File: src/rtl/mem_fill_arbiter.sv
// Purpose : shares one pipelined main memory between I-cache fills, D-cache fills and D-cache stores.
// Latency : store = ack in IDLE, write next cycle; fill = 8 back-to-back reads, done one cycle after the 8th return.
// Backpres: requesters hold their request until ack/done; nothing is accepted outside IDLE.
// Ports   : i_miss/d_miss (+addr) fill requests, d_wr_* store request, *_fill_we/fill_word/fill_data
//           steer returned words, *_fill_done completion pulses, mem_* memory port, busy = not IDLE.
module mem_fill_arbiter #(
    parameter int WORDS_PER_BLOCK = 8,
    parameter int MEM_LAT         = 4
) (
    input  logic        clk,
    input  logic        rst,
    input  logic        i_miss,
    input  logic [15:0] i_miss_addr,
    input  logic        d_miss,
    input  logic [15:0] d_miss_addr,
    input  logic        d_wr_req,
    input  logic [15:0] d_wr_addr,
    input  logic [15:0] d_wr_data,
    output logic        d_wr_ack,
    output logic [15:0] fill_data,
    output logic [2:0]  fill_word,
    output logic        i_fill_we,
    output logic        d_fill_we,
    output logic        i_fill_done,
    output logic        d_fill_done,
    output logic        mem_en,
    output logic        mem_wr,
    output logic [15:0] mem_addr,
    output logic [15:0] mem_wdata,
    input  logic [15:0] mem_rdata,
    input  logic        mem_rvalid,
    output logic        busy
);
    localparam int WORD_W = $clog2(WORDS_PER_BLOCK);
    localparam int CNT_W  = $clog2(WORDS_PER_BLOCK + 1);
    localparam logic [CNT_W-1:0]  ISSUE_END = CNT_W'(WORDS_PER_BLOCK);
    localparam logic [WORD_W-1:0] LAST_WORD = WORD_W'(WORDS_PER_BLOCK - 1);

    typedef enum logic [1:0] {S_IDLE, S_WRITE, S_FILL, S_DONE} state_t;

    // Owner / last_grant encoding: 0 = I-cache, 1 = D-cache.
    state_t             state_q, state_d;
    logic [CNT_W-1:0]   issue_cnt_q, issue_cnt_d;
    logic [WORD_W-1:0]  recv_cnt_q, recv_cnt_d;
    logic               owner_q, owner_d;
    logic               last_grant_q, last_grant_d;
    logic [15:0]        base_q, base_d;
    logic [15:0]        wr_addr_q, wr_addr_d;
    logic [15:0]        wr_data_q, wr_data_d;

    logic               grant;
    logic               last_recv;

    // Round-robin only matters when both misses compete; a lone miss is
    // granted without disturbing the fairness history.
    always_comb begin
        grant = d_miss;
        if (i_miss && d_miss) begin
            grant = ~last_grant_q;
        end
    end

    assign last_recv = mem_rvalid && (recv_cnt_q == LAST_WORD);

    // State register plus datapath flops.
    always_ff @(posedge clk) begin
        if (rst) begin
            state_q      <= S_IDLE;
            issue_cnt_q  <= '0;
            recv_cnt_q   <= '0;
            owner_q      <= 1'b0;
            last_grant_q <= 1'b1;
            base_q       <= '0;
            wr_addr_q    <= '0;
            wr_data_q    <= '0;
        end else begin
            state_q      <= state_d;
            issue_cnt_q  <= issue_cnt_d;
            recv_cnt_q   <= recv_cnt_d;
            owner_q      <= owner_d;
            last_grant_q <= last_grant_d;
            base_q       <= base_d;
            wr_addr_q    <= wr_addr_d;
            wr_data_q    <= wr_data_d;
        end
    end

    // Next-state logic.
    always_comb begin
        state_d = state_q;
        case (state_q)
            S_IDLE: begin
                if (d_wr_req) begin
                    state_d = S_WRITE;
                end else if (i_miss || d_miss) begin
                    state_d = S_FILL;
                end
            end
            S_WRITE: state_d = S_IDLE;
            S_FILL:  if (last_recv) state_d = S_DONE;
            S_DONE:  state_d = S_IDLE;
            default: state_d = S_IDLE;
        endcase
    end

    // Datapath next values.
    always_comb begin
        issue_cnt_d  = issue_cnt_q;
        recv_cnt_d   = recv_cnt_q;
        owner_d      = owner_q;
        last_grant_d = last_grant_q;
        base_d       = base_q;
        wr_addr_d    = wr_addr_q;
        wr_data_d    = wr_data_q;
        case (state_q)
            S_IDLE: begin
                if (d_wr_req) begin
                    wr_addr_d = d_wr_addr;
                    wr_data_d = d_wr_data;
                end else if (i_miss || d_miss) begin
                    owner_d     = grant;
                    base_d      = (grant ? d_miss_addr : i_miss_addr) & 16'hFFF0;
                    issue_cnt_d = '0;
                    recv_cnt_d  = '0;
                    if (i_miss && d_miss) begin
                        last_grant_d = grant;
                    end
                end
            end
            S_FILL: begin
                if (issue_cnt_q < ISSUE_END) begin
                    issue_cnt_d = issue_cnt_q + 1'b1;
                end
                // Wraps back to 0 on the last word, ready for the next fill.
                if (mem_rvalid) begin
                    recv_cnt_d = recv_cnt_q + 1'b1;
                end
            end
            default: ;
        endcase
    end

    // Output logic.
    always_comb begin
        d_wr_ack    = 1'b0;
        i_fill_we   = 1'b0;
        d_fill_we   = 1'b0;
        i_fill_done = 1'b0;
        d_fill_done = 1'b0;
        mem_en      = 1'b0;
        mem_wr      = 1'b0;
        mem_addr    = '0;
        mem_wdata   = '0;
        fill_data   = mem_rdata;
        fill_word   = recv_cnt_q;
        busy        = (state_q != S_IDLE);
        case (state_q)
            S_IDLE: d_wr_ack = d_wr_req && !rst;
            S_WRITE: begin
                mem_en    = 1'b1;
                mem_wr    = 1'b1;
                mem_addr  = wr_addr_q;
                mem_wdata = wr_data_q;
            end
            S_FILL: begin
                if (issue_cnt_q < ISSUE_END) begin
                    mem_en   = 1'b1;
                    mem_addr = base_q + 16'({issue_cnt_q[WORD_W-1:0], 1'b0});
                end
                i_fill_we = mem_rvalid && !owner_q;
                d_fill_we = mem_rvalid &&  owner_q;
            end
            S_DONE: begin
                i_fill_done = !owner_q;
                d_fill_done =  owner_q;
            end
            default: ;
        endcase
    end

    // A memory at least MEM_LAT deep can never return word n before word
    // n+MEM_LAT (or the whole burst) has been issued.
    always_ff @(posedge clk) begin
        if (!rst && state_q == S_FILL && mem_rvalid) begin
            assert (int'(issue_cnt_q) >=
                    ((int'(recv_cnt_q) + MEM_LAT > WORDS_PER_BLOCK) ?
                     WORDS_PER_BLOCK : int'(recv_cnt_q) + MEM_LAT));
        end
    end

endmodule
File: config.mk
export PLATFORM = sky130hd
export DESIGN_NAME = mem_fill_arbiter
export DESIGN_NICKNAME = d
export VERILOG_FILES = /design/src/rtl/mem_fill_arbiter.sv
export SDC_FILE = /design/constraint.sdc
export NUM_CORES = 1
export LEC_CHECK = 0
export ABC_AREA = 0
export BUFFER_PORTS_ARGS = -buffer_cell sky130_fd_sc_hd__buf_4
export CAP_MARGIN = 0
export CORE_AREA = 2 2 83 85
export CTS_BUF_LIST = sky130_fd_sc_hd__clkbuf_8
export CTS_CLUSTER_SIZE = 28
export DETAILED_ROUTE_END_ITERATION = 8
export DIE_AREA = 0 0 85 87
export MAX_ROUTING_LAYER = met4
export PLACE_DENSITY = 0.77
export SYNTH_ARGS = -nofsm -noshare
export SYNTH_HDL_FRONTEND = slang
export SYNTH_SLANG_ARGS = --single-unit
export TNS_END_PERCENT = 10
File: constraint.sdc
create_clock -name clk -period 4.24 [get_ports clk]
set_clock_uncertainty 0.1 [all_clocks]
set_input_delay 0 -clock clk [delete_from_list [all_inputs] [get_ports clk]]
set_output_delay 0 -clock clk [all_outputs]
set_load 0.005 [all_outputs]
==> metrics.md, run 1 <==
| Metric | Value |
|---|---|
| Status | finished clean |
| Post-Syn Instances | roughly 350 |
| R2r startpoint | state_q[0] |
| RSZ-0062 raised after global routing | no |
| Ys Warns | 0 |
| Synth Area in Compound Gates | a little under a fifth |
| Area occupied by multi-input gates | between 1000 and 1500 sq um |
| Initial antenna violation count | 0 |
| First-pass DRT Iterations | 4 |
| Largest family of logic cells by synthesized area | simple AND/OR/NAND/NOR gates |
| Highest clock rate | 0.412 GHz |
| Worst r2r dst | wr_data_q[15] |
| Ys flop type | dfxtp_1 |
| H-tree depth | 2 |
| Total CTS buffers | 5 |
| Area growth, synth to finish | 53.8% |
| Final critical-path required period | approximately 2.4 ns |
| Layout cells sized above 1 | between 20 and 25% |
| Post-synthesis mux area share | 4.64% |
| Sequential share of the synthesized area | between 30 and 40% |
| Vias in the first global route | ~2800 |
| Drc violations | 0 |
| Clk_lat worst skew | between 0.3 and 0.4 ns |
| Switching pwr | approximately 0.64 mW |
| Simple-gate portion of the synthesized area | between 20% and 30% |
| Mapped Nets | around 440 |
| Cell family with most CP delay | adder cells |
| Global route overflow | 0 |
| DR vias/cell | roughly 5 |
| Min-delay src | i_miss |
| Max transition margin | 18.9% |
| WHS Path Cells | 4 |
| Final setup fails | 0 |
| Worst r2r path cells | 6 |
| Antenna cells | 0 |
| Ys async rst share | 0% |
| Worst EP required | ~4.1 ns |
| Starting Density | 43.1% |
| Pwr Total | about 1.7 mW |
| Tot GR Track Use | between 20% and 30% |
| Internal cell power | around 1.1 mW |
| Worst R2R Setup Slack | 1.86 ns |
| EDFF count, synth | 0 |
| Clk pin slew, worst setup/hold paths | roughly 0.10 ns |
| Post-DP HPWL | between 4 and 5 mm |
| Core Rows | 30 |
| Crit Path Class | reg2out |
| Critical path cell sequence | inv_1 -> ha_1 -> a22oi_1 -> nor2b_1 -> buf_4 |
| Share of total power in combinational logic | between 40 and 50% |
| CP Capture Type | output pin |
| Vias | just under 3000 |
| Synth top area share | between 30% and 40% |
| Pwr dens | between 300 and 400 nW/um^2 |
| Fin nets | 593 |
| Hold WC Path Type | in2reg |
| Max VDD drop | ~0.23 mV |
| Hold Crit Endpoint | owner_q |
| ANT nets after route | 0 |
| Worst Setup Start Kind | flop |
| Flops & latches, synth | between 50 and 60 |
| Hold violation count in the final report | 0 |
| Initial DRC Count | 140 |
| Die width | around 85 um |
| DIE HEIGHT | between 80 and 90 um |
| Count of pins over their slew limit | 0 |
| Post-Synth Adder-Cell Area | 3.53% |
| Fillcell total | between 500 and 600 |
| Port-buffer cells | ~100 |
| Sw Share | 37.2% |
| Leakage power | ~1.8 nW |
| Maximum fanout along the worst path | 34 |
| Sequential cell area | ~1100 sq um |
| Worst Max-Slew Pin Slew | between 1 and 1.5 ns |
| Ports | 145 |
| Clk sinks | 55 |
| Post-Syn Area | between 2000 and 3000 sq um |
| TNS Setup | 0 ns |
| Placeable Area | 6570 sq um |
| Die area | ~7400 sq um |
| CTS root buf | clkbuf_8 |
| Routed WL | 8.12 mm |
| Top post-synthesis cells by area | dfxtp_1 (39%), nand2_1 (10%), a21oi_1 (6.7%) |
| Syn_area_per_cell | 8.12 sq um |
| Post-CTS setup buffer count | 0 |
| Wirelength per Cell | 14.0 um |
| CP Buf/Inv Count | 2 |
| Slowest CP cell | ha_1 |
| Biggest area consumer among synthesized cells | dfxtp_1 |
| Clock share of power | 17.8% |
| Period utilization | a little under three fifths |
| Max-cap violations | 0 |
| Arrival @ worst endpoint | ~2.3 ns |
| First-pass GRT wire length | 12.5 mm |
| TritonCTS clock tree | built |
| Flop pwr share | a little under two fifths |
| Clock Tree Buf Depth | 2 |
| Slowest stage delay, CP | 0.97 ns |
| Netlist cell types | 37 |
| Placer Congestion | 0.776 |
| Largest net degree at the start of global routing | 57 |
| XOR/XNOR Fraction of Synth Area | less than 1% |
## layout by cell type, fill, tap and decap left out, drive strengths merged
cell type    instances
nand4b               1
nand2b               5
and3                 1
o21bai               1
clkbuf               6
ha                   8
nand3b               1
clkinvlp             1
mux2                 1
clkinv               1
and2                20
nor2b               19
xor2                 1
dlygate4sd3         76
nor3                 2
a41oi                1
a22oi               17
nand3                4
a31oi                3
a311oi               2
nand4                2
a21oi               38
or2b                 1
nor2                20
nand2               76
o21a                 1
o21ai                1
dfxtp               55
o221ai               1
a211oi              12
a21boi               1
mux2i               12
buf                106
inv                  3
## per-layer routing
layer,part of all wire [%],track usage [%]
met5,0,-
met4,1.0,7.36
met3,6.3,4.55
met2,51,37.6
met1,41,24.5
## registers in the layout, summed over array words and instances, names as in the netlist
register,cells
wr_data_q,16
owner_q,1
fill_word,3
last_grant_q,1
base_q,12
issue_cnt_q,4
wr_addr_q,16
state_q,2
## layout make-up
class,count,area share (%)
Sequential cell,55,25.3
Tap cell,80,2.30
Clock buffer,6,1.89
Timing Repair Buffer,182,35.7
Inverter,3,0.258
Clock inverter,2,0.373
Multi-Input combinational cell,252,34.2
## cell families (layout without fill, tap and decap cells)
group	Yosys count	after routing
AND/OR/NAND/NOR	152	152
AO/OA/AOI/OAI	78	78
flip-flops	55	55
buffers and inverters	42	193
multiplexers	13	13
adder cells (fa/ha/maj)	8	8
XOR/XNOR	1	1
## worst register-to-register path, delay by kind of cell, from the launching register on
family | cells | cell delay, ns
and+or+nand+nor | 2 | 1.04
buffers and inverters | 2 | 0.39
DFF | 1 | 0.35
adders and majority gates | 1 | 0.31
AOI/OAI and AO/OA | 1 | 0.11
## worst max path at each step
stage	endpoint	from	slack [ns]	cells past startpoint
3_3_place_gp	wr_data_q[12]	state_q[0]	1.94	6
4_1_cts	mem_addr[6]	state_q[1]	1.78	5
6_report	mem_addr[6]	state_q[1]	1.81	5
5_1_grt	mem_addr[2]	state_q[1]	1.56	5
3_5_place_dp	wr_data_q[15]	state_q[0]	1.93	6
2_1_floorplan	state_q[0]	state_q[0]	2.65	6
## synth_stat cells (2+ instances only)
cell type / count
nand2_1: 76
dfxtp_1: 55
a21oi_1: 38
and2_1: 20
nor2_1: 20
nor2b_1: 19
a22oi_1: 17
buf_4: 17
clkbuf_1: 14
mux2i_1: 12
ha_1: 8
a211oi_1: 6
a211oi_2: 6
buf_2: 5
nand2b_1: 5
nand3_1: 4
a31oi_1: 3
a311oi_1: 2
buf_6: 2
inv_1: 2
nand4_1: 2
## power by group through the flow
| stage | logic [mW] | clock network (mW) | registers [mW] |
|---|---|---|---|
| after floorplan | 0.487 | 0 | 0.658 |
| after global placement | 0.673 | 0 | 0.666 |
| after detailed placement | 0.683 | 0 | 0.670 |
| after CTS | 0.749 | 0.314 | 0.658 |
| after global routing | 0.834 | 0.335 | 0.672 |
| final | 0.755 | 0.306 | 0.660 |
## per-stage QoR
step                      cell area (sq um)  setup slack [ns]  util, %  hold slack [ns]  std cells
after global routing                   4360              1.56     66.3           0.0862        580
after floorplan                        2830              2.65        -          -0.0192        349
after detailed placement               3500              1.93     53.3           -0.100        496
after CTS                              4360              1.78     66.3           0.0533        580
after global placement                 3500              1.94     53.3           -0.100        496
final                                  4360              1.81     66.3           0.0614        580
## repair_timing
action | 4_1_cts | 5_1_grt
hold endpoints to repair | 66 | 0
hold buffers | 76 | 0
gates resized for setup | 0 | 0
Power figures use the tool's default switching activity.
==> run 2: changes to the inputs <==
--- a/config.mk
+++ b/config.mk
@@ -5,14 +5,14 @@
 export SDC_FILE = /design/constraint.sdc
 export NUM_CORES = 1
 export LEC_CHECK = 0
-export ABC_AREA = 0
+export ABC_AREA = 1
 export BUFFER_PORTS_ARGS = -buffer_cell sky130_fd_sc_hd__buf_4
 export CAP_MARGIN = 0
-export CORE_AREA = 2 2 83 85
+export CORE_AREA = 2 2 84 86
 export CTS_BUF_LIST = sky130_fd_sc_hd__clkbuf_8
 export CTS_CLUSTER_SIZE = 28
 export DETAILED_ROUTE_END_ITERATION = 8
-export DIE_AREA = 0 0 85 87
+export DIE_AREA = 0 0 86 88
 export MAX_ROUTING_LAYER = met4
 export PLACE_DENSITY = 0.77
 export SYNTH_ARGS = -nofsm -noshare
==> constraint.sdc (replaced) <==
create_clock -name clk -period 2.54 [get_ports clk]
set_clock_uncertainty 0.1 [all_clocks]
set_input_delay 0 -clock clk [delete_from_list [all_inputs] [get_ports clk]]
set_output_delay 0 -clock clk [all_outputs]
set_load 0.005 [all_outputs]
==> metrics.md, run 2 <==
| Metric | Value |
|---|---|
| Post-CTS setup buffer count | 0 (unchanged) |
| Placeable Area | 6640 sq um (+1.1%) |
| Setup crit start | i_miss |
| Highest clock rate | ~0.41 GHz |
| Die area | 7570 sq um (+2.3%) |
| Status | finished clean |
| Initial DRC Count | 173 (+24%) |
| Worst Max-Slew Pin Slew | 1.00 ns (-0.213 ns) |
| Leakage power | 2.19 nW (+19%) |
| Tot GR Track Use | 22.4% (+0.89 points) |
| Setup WS post-layout | 0.125 ns (-1.69 ns) |
| ANT nets after route | 0 (unchanged) |
| Most frequent cell after synthesis | nand2_1 |
| Syn_area_per_cell | 6.39 sq um (-21%) |
| Global route overflow | 0 (unchanged) |
| Ys async rst share | 0% (unchanged) |
| Max-cap violations | 0 (unchanged) |
| Max VDD drop | 0.390 mV (+72%) |
| Slowest CP cell | dlygate4sd3_1 |
| Slowest stage delay, CP | 0.55 ns (-0.42 ns) |
| Post-Syn Instances | 455 (+30%) |
| Top post-synthesis cells by area | dfxtp_1 (38%), nand2_1 (16%), nor2_1 (11%) |
| Synth cell count leaders | nand2_1 (122), nor2_1 (84), dfxtp_1 (55) |
| Worst Setup Start Kind | input pin |
| Sequential share of the synthesized area | 37.8% (-1.0 points) |
| Fin cells | 686 (+18%) |
| Netlist cell types | 20 (-46%) |
| First-pass GRT wire length | 13.3 mm (+6.4%) |
| DIE HEIGHT | 88 um (+1.1%) |
| Ys flop type | dfxtp_1 |
| Starting Density | 43.8% (+0.64 points) |
| Wirelength per Cell | 12.4 um (-11%) |
| Arrival @ worst endpoint | 2.52 ns (+0.19 ns) |
| DR vias/cell | 4.96 (-2.7%) |
| Hold violation count in the final report | 0 (unchanged) |
| CP Capture Type | flop |
| Vias | 3400 (+15%) |
| Critical path cell sequence | dlygate4sd3_1 -> buf_4 -> nand2_1 -> buf_4 -> nand2_2 -> nand2_1 -> nand2_1 -> dlygate4sd3_1 -> nand2_1 -> dlygate4sd3_1 -> a21oi_1 |
| Drc violations | 0 (unchanged) |
| Fin util | 67.1% (+0.72 points) |
| Count of pins over their slew limit | 0 (unchanged) |
| Ys Warns | 0 (unchanged) |
| RSZ-0062 raised after global routing | no |
| Pre-CTS WS | 0.544 ns (-1.39 ns) |
| Period utilization | 95.1% |
| Ports | 145 (unchanged) |
| Mapped Nets | 549 (+24%) |
| Clock Tree Buf Depth | 2 (unchanged) |
| Maximum fanout along the worst path | 14 (-59%) |
| Port-buffer cells | 104 (unchanged) |
| First-pass DRT Iterations | 5 (+1) |
| Placer Congestion | 0.868 (+12%) |
| TNS Setup | 0 ns (unchanged) |
| Hold WC Path Type | in2reg |
| Worst EP required | 2.65 ns (-1.49 ns) |
| Die width | 86 um (+1.2%) |
| H-tree depth | 2 (unchanged) |
| EDFF count, synth | 0 (unchanged) |
| Synth top area share | 37.8% (-1.0 points) |
| Clk sinks | 55 (unchanged) |
| Layout cells sized above 1 | 20.1% (-4.7 points) |
| Final setup fails | 0 (unchanged) |
| Min-delay src | d_miss |
| Crit Path Class | in2reg |
| Most frequent cells in the layout | nand2_1 (121), buf_4 (109), nor2_1 (84), dlygate4sd3_1 (77), dfxtp_1 (55) |
| Most common cell after layout, fill and taps aside | nand2_1 |
| Total CTS buffers | 5 (unchanged) |
| Vias in the first global route | 3097 (+11%) |
| Biggest area consumer among synthesized cells | dfxtp_1 |
| Pwr dens | 734 nW/um^2 (+86%) |
| Largest regs | wr_addr_q: 16 flops, wr_data_q: 16 flops, base_q: 12 flops |
| Post-Syn Area | 2910 sq um (+2.6%) |
| WHS Path Cells | 4 (unchanged) |
| Flops & latches, synth | 55 (unchanged) |
| Core Rows | 30 (unchanged) |
| Clk_lat worst skew | 0.31 ns (about the same) |
| Antenna cells | 0 (unchanged) |
| Largest net degree at the start of global routing | 36 (-37%) |
| Max transition margin | 33.0% (+14 points) |
| Clk pin slew, worst setup/hold paths | 0.10 ns (about the same) |
| Area growth, synth to finish | 53.2% |
| Placed insts | 601 (+21%) |
| Most used cell, CP | nand2_1 |
| TritonCTS clock tree | built |
| Final critical-path required period | about 2.4 ns |
| R2r startpoint | last_grant_q |
| Worst r2r path cells | 9 (+3) |
| Initial antenna violation count | 0 (unchanged) |
| Post-DP HPWL | 5.37 mm (+18%) |
| Routed WL | 8.50 mm (+4.7%) |
| CTS root buf | clkbuf_8 |
| Fin nets | 699 (+18%) |
[run 2: cell type report]
| class | instances | area [sq um] |
|---|---|---|
| clock inverters | 2 | 12.5 |
| repair buffers | 186 | 1590 |
| multi-input cells | 321 | 1440 |
| flip-flops and latches | 55 | 1100 |
| fillers | 551 | 2190 |
| inverters | 36 | 135 |
| clock buffers | 6 | 82.6 |
| well taps | 80 | 100 |
[run 2: what timing repair did]
| item | in CTS | in global routing |
|---|---|---|
| endpoints found under the setup margin | 0 | 2 |
| hold buffers | 77 | 0 |
| endpoints found under the hold margin | 66 | 0 |
| gates resized for setup | 0 | 1 |
[run 2: path summary, 6_finish.rpt]
path	to	slack, ns
setup reg to reg	base_q[7]	0.16
hold reg to reg	base_q[4]	0.37
setup / recovery	base_q[7]	0.12
hold / removal	last_grant_q	0.02
[run 2: critical path, delay by kind of cell]
kind	cells	cell delay, ns
buffers and inverters	5	1.99
AND/OR/NAND/NOR	5	0.47
AO/OA/AOI/OAI	1	0.06
[run 2: metrics by stage]
stage                     power (mW)  hold slack, ns  instance area [sq um]
after detailed placement        2.64          -0.100                   3590
after global placement          2.59          -0.100                   3590
after CTS                       3.26          0.0110                   4450
final                           3.27          0.0221                   4460
after floorplan                 2.19         -0.0192                   2910
after global routing            3.55          0.0422                   4460
[run 2: logic make-up after synthesis]
group	Yosys count	share of synthesized area [%]
AO/OA/AOI/OAI	70	12.0
buffers and inverters	79	12.9
adder cells (fa/ha/maj)	8	3.44
XOR/XNOR	1	0.301
flip-flops	55	37.8
AND/OR/NAND/NOR	242	33.5
[run 2: report_power, final]
group / total, mW / internal, mW / switching, mW
clock: 0.512 / 0.220 / 0.292
sequential: 1.21 / 1.08 / 0.129
combinational: 1.55 / 0.636 / 0.913
total: 3.27 / 1.93 / 1.33
[run 2: metal layers]
metal	routed length, um	track usage (%)
met2	4420	38.7
met4	291	11.0
met5	0	-
met3	431	3.68
met1	3370	25.2
==> run 3: changes to the inputs <==
--- a/config.mk
+++ b/config.mk
@@ -5,14 +5,12 @@
 export SDC_FILE = /design/constraint.sdc
 export NUM_CORES = 1
 export LEC_CHECK = 0
-export ABC_AREA = 1
 export BUFFER_PORTS_ARGS = -buffer_cell sky130_fd_sc_hd__buf_4
-export CAP_MARGIN = 0
-export CORE_AREA = 2 2 84 86
+export CORE_AREA = 2 2 83 85
 export CTS_BUF_LIST = sky130_fd_sc_hd__clkbuf_8
 export CTS_CLUSTER_SIZE = 28
 export DETAILED_ROUTE_END_ITERATION = 8
-export DIE_AREA = 0 0 86 88
+export DIE_AREA = 0 0 85 87
 export MAX_ROUTING_LAYER = met4
 export PLACE_DENSITY = 0.77
 export SYNTH_ARGS = -nofsm -noshare
==> metrics.md, run 3 (synthesis results as in run 1) <==
| Metric | Value |
|---|---|
| Fin nets | 596 (-15%) |
| Fin util | 67.0% (-0.11 points) |
| Clk sinks | 55 (unchanged) |
| Drc violations | 0 (unchanged) |
| Die area | 7400 sq um (-2.3%) |
| Ports | 145 (unchanged) |
| Pwr dens | 687 nW/um^2 (-6.4%) |
| RSZ-0062 raised after global routing | no |
| Largest regs | wr_addr_q: 16 flops, wr_data_q: 16 flops, base_q: 12 flops |
| Critical path cell sequence | inv_1 -> ha_1 -> nor2b_1 -> buf_4 -> a22oi_1 -> nor2b_1 -> buf_4 |
| First-pass DRT Iterations | 4 (-1) |
| Tot GR Track Use | 22.6% (+0.18 points) |
| Starting Density | 43.1% (-0.64 points) |
| Most common cell after layout, fill and taps aside | buf_4 |
| Arrival @ worst endpoint | 2.06 ns (-0.46 ns) |
| First-pass GRT wire length | 13.1 mm (-1.1%) |
| Worst EP required | 2.44 ns (-0.21 ns) |
| Routed WL | 8.28 mm (-2.6%) |
| Layout cells sized above 1 | 25.6% (+5.5 points) |
| H-tree depth | 2 (unchanged) |
| Clock Tree Buf Depth | 2 (unchanged) |
| Clk_lat worst skew | 0.32 ns (about the same) |
| Placeable Area | 6570 sq um (-1.1%) |
| Slowest stage delay, CP | 0.42 ns (-0.13 ns) |
| Total CTS buffers | 5 (unchanged) |
| Status | finished clean |
| Placer Congestion | 0.822 (-5.4%) |
| Antenna cells | 0 (unchanged) |
| Max transition margin | 56.8% (+24 points) |
| CTS root buf | clkbuf_8 |
| Vias | 2929 (-14%) |
| Slowest CP cell | ha_1 |
| Largest net degree at the start of global routing | 57 (+58%) |
| DIE HEIGHT | 87 um (-1.1%) |
| Maximum fanout along the worst path | 19 (+5) |
| Pre-CTS WS | 0.719 ns (+0.175 ns) |
| TNS Setup | 0 ns (unchanged) |
| Hold-fix buffers at CTS | 74 (-3.9%) |
| Worst Max-Slew Pin Slew | 0.649 ns (-0.355 ns) |
| Crit Path Class | reg2out |
| Max-cap violations | 0 (unchanged) |
| Period utilization | 84.9% (-10 points) |
| ANT nets after route | 0 (unchanged) |
| CP Capture Type | output pin |
| TritonCTS clock tree | built |
| Post-DP HPWL | 4.79 mm (-11%) |
| DR vias/cell | 5.02 (+1.4%) |
| Leakage power | 1.86 nW (-15%) |
| Hold WC Path Type | in2reg |
| Core Rows | 30 (unchanged) |
| Die width | 85 um (-1.2%) |
| Most frequent cells in the layout | buf_4 (111), nand2_1 (76), dlygate4sd3_1 (74), dfxtp_1 (55), a21oi_1 (38) |
| Post-CTS setup buffer count | 0 (unchanged) |
| Initial DRC Count | 156 (-9.8%) |
| Global route overflow | 0 (unchanged) |
| Hold violation count in the final report | 0 (unchanged) |
| Clk pin slew, worst setup/hold paths | 0.09 ns (about the same) |
| Highest clock rate | 0.464 GHz (+12%) |
| Vias in the first global route | 2809 (-9.3%) |
| Final critical-path required period | 2.16 ns (-0.258 ns) |
| Wirelength per Cell | 14.2 um (+15%) |
| Area growth, synth to finish | 55.2% |
| Initial antenna violation count | 0 (unchanged) |
| Final setup fails | 0 (unchanged) |
| Port-buffer cells | 104 (unchanged) |
| Post-CTS Resized | 0 (unchanged) |
| Worst Setup Start Kind | flop |
| Count of pins over their slew limit | 0 (unchanged) |
| Max VDD drop | 0.391 mV (+0.18%) |
| Setup WS post-layout | 0.383 ns (+0.258 ns) |
run 3: changes by cell type in the layout (fill, tap and decap cells not counted), moves of 12 or more:
| cell | previous run | this run |
|---|---|---|
| a22oi_1 | 0 | 17 |
| and2_1 | 0 | 20 |
| inv_1 | 35 | 2 |
| mux2i_1 | 0 | 12 |
| nand2_1 | 121 | 76 |
| nand3_1 | 32 | 4 |
| nor2_1 | 84 | 20 |
| nor2b_1 | 0 | 19 |
| o21ai_0 | 37 | 0 |
run 3: worst paths after layout:
path	startpoint	to	slack, ns	cells past startpoint
max	state_q[0]	mem_addr[2]	0.38	7
min	i_miss_addr[6]	base_q[6]	0.01	3
max reg2reg	state_q[0]	last_grant_q	0.40	7
min reg2reg	wr_data_q[4]	wr_data_q[4]	0.36	2
run 3: metal layers:
layer,GRT usage (%),up-vias,routed length (um)
met1,25.5,1346,3410
met5,-,-,0
met2,40.5,107,4250
met3,4.55,11,485
met4,6.78,0,129
li1,-,1465,-
run 3: layout make-up:
cell class | instances | area [sq um]
inverter | 3 | 11.3
multi-input combinational | 252 | 1490
sequential | 55 | 1100
timing repair buffer | 185 | 1570
clock buffer | 6 | 82.6
clock inverter | 2 | 38.8
fill | 540 | 2170
tap | 80 | 100
run 3: per-stage QoR:
step	total power [mW]	instances	area, sq um	hold slack (ns)
3_3_place_gp	2.27	501	3540	-0.100
3_5_place_dp	2.30	501	3540	-0.100
6_report	3.02	583	4400	0.0137
2_1_floorplan	1.91	349	2830	-0.0192
5_1_grt	3.22	583	4400	0.0136
4_1_cts	3.02	583	4400	0.00905
run 3: critical path: cells and delay by family, from the launching register on:
family / cells / cell delay [ns]
compound gates: 1 / 0.09
fa+ha+maj: 1 / 0.42
buf+inv: 3 / 0.50
flops: 1 / 0.36
simple gates: 2 / 0.36
run 3: power breakdown:
| part | total, mW | internal [mW] | switching [mW] |
|---|---|---|---|
| registers | 1.11 | 1.01 | 0.0914 |
| clock network | 0.618 | 0.325 | 0.293 |
| logic | 1.30 | 0.592 | 0.705 |
